File: config.mk
export PLATFORM = sky130hd
export DESIGN_NAME = cache_control_l2
export DESIGN_NICKNAME = d
export VERILOG_FILES = /design/src/rtl/cache_control_l2.sv
export SDC_FILE = /design/constraint.sdc
export NUM_CORES = 1
export LEC_CHECK = 0
export CORE_AREA = 2 2 39 41
export CTS_CLUSTER_SIZE = 25
export DETAILED_ROUTE_END_ITERATION = 10
export DIE_AREA = 0 0 41 43
export PLACE_DENSITY = 0.67
export SETUP_SLACK_MARGIN = 0.02
export SLEW_MARGIN = 10
export SYNTH_ARGS = -nofsm -noshare
export SYNTH_HDL_FRONTEND = slang
export SYNTH_SLANG_ARGS = --single-unit
File: constraint.sdc
create_clock -name clk -period 1.9 [get_ports clk]
set_clock_uncertainty 0.2 [all_clocks]
set_input_delay 0.38 -clock clk [delete_from_list [all_inputs] [get_ports clk]]
set_output_delay 0.38 -clock clk [all_outputs]
set_load 0.1 [all_outputs]
File: src/rtl/cache_control_l2.sv
// Control FSM for the 2-way, 8-set L2 cache datapath: one-cycle hits, victim
// writeback and line allocation against physical memory, per-set LRU upkeep.
module cache_control_l2 (
  input  logic clk,
  input  logic reset,
  input  logic mem_read,
  input  logic mem_write,
  output logic mem_resp,
  input  logic hit,
  input  logic dirty,
  input  logic compare0_out,
  input  logic compare1_out,
  input  logic lru_output,
  input  logic valid_out,
  output logic address_sel,
  output logic data_read_sel,
  output logic addr_mux_sel,
  output logic data_mux_sel,
  output logic data_write_sel,
  output logic load_data0,
  output logic load_data1,
  output logic load_tag0,
  output logic load_tag1,
  output logic load_dirty_valid0,
  output logic load_dirty_valid1,
  output logic dirty_write,
  output logic load_lru,
  output logic lru_in,
  output logic pmem_read,
  output logic pmem_write,
  input  logic pmem_resp
);

  typedef enum logic [1:0] {
    StCheck,
    StWriteback,
    StAllocate
  } state_e;

  state_e r_state;
  state_e w_state_next;
  logic   w_req;
  logic   w_unused;

  // compare1_out alone identifies the hit way; valid is folded into hit upstream.
  assign w_unused = compare0_out ^ valid_out;
  assign w_req    = mem_read | mem_write;

  always_ff @(posedge clk) begin
    if (reset) begin
      r_state <= StCheck;
    end else begin
      r_state <= w_state_next;
    end
  end

  always_comb begin
    w_state_next      = r_state;
    mem_resp          = 1'b0;
    address_sel       = 1'b0;
    data_read_sel     = 1'b0;
    addr_mux_sel      = 1'b0;
    data_mux_sel      = 1'b0;
    data_write_sel    = 1'b0;
    load_data0        = 1'b0;
    load_data1        = 1'b0;
    load_tag0         = 1'b0;
    load_tag1         = 1'b0;
    load_dirty_valid0 = 1'b0;
    load_dirty_valid1 = 1'b0;
    dirty_write       = 1'b0;
    load_lru          = 1'b0;
    lru_in            = 1'b0;
    pmem_read         = 1'b0;
    pmem_write        = 1'b0;

    unique case (r_state)
      StCheck: begin
        if (w_req) begin
          if (hit) begin
            data_mux_sel = compare1_out;
            mem_resp     = 1'b1;
            load_lru     = 1'b1;
            lru_in       = ~compare1_out;
            // A simultaneous read+write request is serviced as a write.
            if (mem_write) begin
              data_write_sel = 1'b1;
              dirty_write    = 1'b1;
              if (compare1_out) begin
                load_data1        = 1'b1;
                load_dirty_valid1 = 1'b1;
              end else begin
                load_data0        = 1'b1;
                load_dirty_valid0 = 1'b1;
              end
            end
          end else if (dirty) begin
            w_state_next = StWriteback;
          end else begin
            w_state_next = StAllocate;
          end
        end
      end

      StWriteback: begin
        addr_mux_sel = 1'b1;
        data_mux_sel = lru_output;
        pmem_write   = 1'b1;
        if (pmem_resp) begin
          w_state_next = StAllocate;
        end
      end

      StAllocate: begin
        pmem_read = 1'b1;
        if (pmem_resp) begin
          if (lru_output) begin
            load_data1        = 1'b1;
            load_tag1         = 1'b1;
            load_dirty_valid1 = 1'b1;
          end else begin
            load_data0        = 1'b1;
            load_tag0         = 1'b1;
            load_dirty_valid0 = 1'b1;
          end
          w_state_next = StCheck;
        end
      end

      default: begin
        w_state_next = StCheck;
      end
    endcase
  end

endmodule

==> flow_summary.yaml <==
outcome:
  outcome: "complete, no violations"
cts:
  path_clk_slew_ns: 0.03
  root_buffer: "clkbuf_4"
  clk_latency_ns: 0.22
  cts_made_buffers: 3
  clockBufferDepth: 2
  cts.htree.levels: 1
  hold_buffers: 0
  clock_sinks: 2
  cts_tree: "yes"
final_layout:
  area_delta_synth_final_pct: 248
  largest_reg_flops: 2
  final_common_cell: "buf_12"
  final_cell_mix: "15 x buf_12, 8 x buf_4, 4 x dlygate4sd2_1"
  drive_gt1_share_pct: 73.8
  fin_nets: 78
  antenna_cells: 0
  fillers: 114
  top_regs: "r_state (2)"
  fin_cells: 81
  finalInstanceArea_sq_um: 810
  top_register: "r_state"
flow_run:
  cap_violations: 0
floorplan:
  dieArea_sq_um: 1760
  core_area_sq_um: 1380
  io_pins: 28
  rows: 14
  die_h_um: 43
  initial_core_util_pct: 16.8
  dieWidth_um: 41
power_and_ir_drop:
  total_power_uw: 520
  intPower_uw: 251
  vdd_drop_max_uv: 288
  switchingPower_uw: 269
  pwr-share-comb_pct: 72.6
  p_sw_share_pct: 51.7
  seqPwrFrac_pct: 9.4
  p_clk_share_pct: 18.1
  p_leak_uw: 0.000353
  p_per_area_nw_per_um2: 642
synth:
  synth_area_per_cell_sq_um: 6.84
  ys_types: 18
  syn-cell-area_sq_um: 233
  yosysSeqAreaShare_pct: 17.2
  syn_inst: 34
  synth_warnings: 0
  ys_ff_latch: 2
placed_design:
  place_inst: 74
  gp_congestion: 0.663
  dpl.hpwl_um: 632
  placed_cell_area_sq_um: 721
  placement.io_buffers: 23
global_route:
  grt_pass1_wl_mm: 1.24
  grt_usage_pct: 10.1
  grt_antenna_before_repair: 0
  grt_overflow_total: 0
  grt_pass1_vias: 312
  grt_max_degree: 6
sta:
  period_share_pct: 98.2
  slew_viol_final: 0
  hold_violations: 0
  max_freq_mhz: 536
  rsz0062_at_grt: "true"
  period_needed_ns: 1.87
  setup_viol: 0
routing:
  routedWlPerCell_um: 10.0
  drt.antenna.violating_nets: 0
  viasPerCell: 4.16
  drc: 0
  drt-pass1-iter-count: 1
  drtIter0Drc: 0
  num_vias: 337
  wirelength_um: 811
critical_path:
  max_stage_delay_ns: 0.35
  cp_data_arrival_time_ns: 1.29
  cp_slowest_cell: "dfxtp_4"
  crit_type: "flip-flop to primary output"
  start_kind: "flip-flop"
  reg2regPathDepth: 4
  cp_max_fo: 4
  worst_setup_path_end_kind: "primary output"
  crit_chain: "nor2b_4 > nand2_4 > o22ai_4 > buf_12"
  critical_path_required_ns: 1.32
worst_hold_path:
  worstHoldPathCells: 3
  min_path_type: "input port to flip-flop"
[power groups by stage]
stage	Sequential, uW	Clock [uW]	Combinational (uW)
floorplan	48.5	0	255
global route	49.3	104	388
finish	48.6	94.0	377
detailed placement	48.9	0	361
CTS	49.9	97.6	368
global placement	48.7	0	360
[metal layers]
layer  GRT usage (%)  share of wire [%]  up-vias
li1                -                  -      169
met1            10.5                 36      153
met2            17.5                 56       15
met3            3.14                7.2        0
met4            4.00                  0        0
met5               0                  0        -
[cell families (layout without fill, tap and decap cells)]
group / count (synthesis) / in the layout / synth area share, %
and+or+nand+nor: 14 / 14 / 29.6
buffers and inverters: 10 / 40 / 27.4
AOI/OAI and AO/OA: 6 / 6 / 19.9
DFF: 2 / 2 / 17.2
other: 1 / 2 / 1.61
muxes: 1 / 1 / 4.30
[path summary, 6_finish.rpt]
kind,start,to,slack [ns]
worst min-delay path,hit,r_state[0],0.46
worst min register to register,r_state[0],r_state[0],0.52
worst max-delay path,r_state[1],load_dirty_valid0,0.03
worst max register to register,r_state[1],r_state[0],0.64
[synth_stat cells]
master | count | share of area (%)
nand2_1 | 4 | 6.4
mux2i_1 | 1 | 4.3
o41ai_2 | 1 | 7.0
conb_1 | 1 | 1.6
o21ai_0 | 1 | 2.1
o22ai_1 | 2 | 5.4
and3_1 | 1 | 2.7
inv_1 | 3 | 4.8
o21ai_1 | 1 | 2.1
nand3_1 | 1 | 2.1
buf_4 | 7 | 23
a21o_1 | 1 | 3.2
nor3_1 | 1 | 2.1
dfxtp_1 | 2 | 17
nor2_1 | 4 | 6.4
and2b_1 | 1 | 3.2
nor2b_2 | 1 | 3.8
or3_1 | 1 | 2.7
[metrics by stage]
| step | hold WS [ns] | utilization (%) | setup TNS, ns | worst slack [ns] |
|---|---|---|---|---|
| floorplan | 0.267 | - | -3.00 | -0.641 |
| CTS | 0.459 | 56.0 | 0 | 0.0177 |
| detailed placement | 0.465 | 52.1 | -1.75 | -0.194 |
| global route | 0.481 | 58.5 | -0.0502 | -0.0145 |
| finish | 0.459 | 58.5 | 0 | 0.0333 |
| global placement | 0.470 | 52.1 | -1.66 | -0.183 |
[area by class of cell]
class / count / area, sq um / area share (%)
Clock buffer: 3 / 22.5 / 2.78
Inverter: 3 / 15.0 / 1.85
Sequential cell: 2 / 47.5 / 5.87
Multi-Input combinational cell: 23 / 240 / 29.7
Timing Repair Buffer: 34 / 464 / 57.3
Tap cell: 16 / 20.0 / 2.47
[repair_timing]
action | CTS | global route
endpoints found under the setup margin | 12 | 6
gates resized for setup | 12 | 8
setup buffers | 2 | 2
pin swaps | 6 | 2
[worst max-delay path: cells and delay by family (launching register included)]
kind | cells | cell delay, ns
DFF | 1 | 0.35
and+or+nand+nor | 2 | 0.27
AOI/OAI and AO/OA | 1 | 0.23
buffers and inverters | 1 | 0.21
Note: power is estimated with default switching activity, not from simulation.
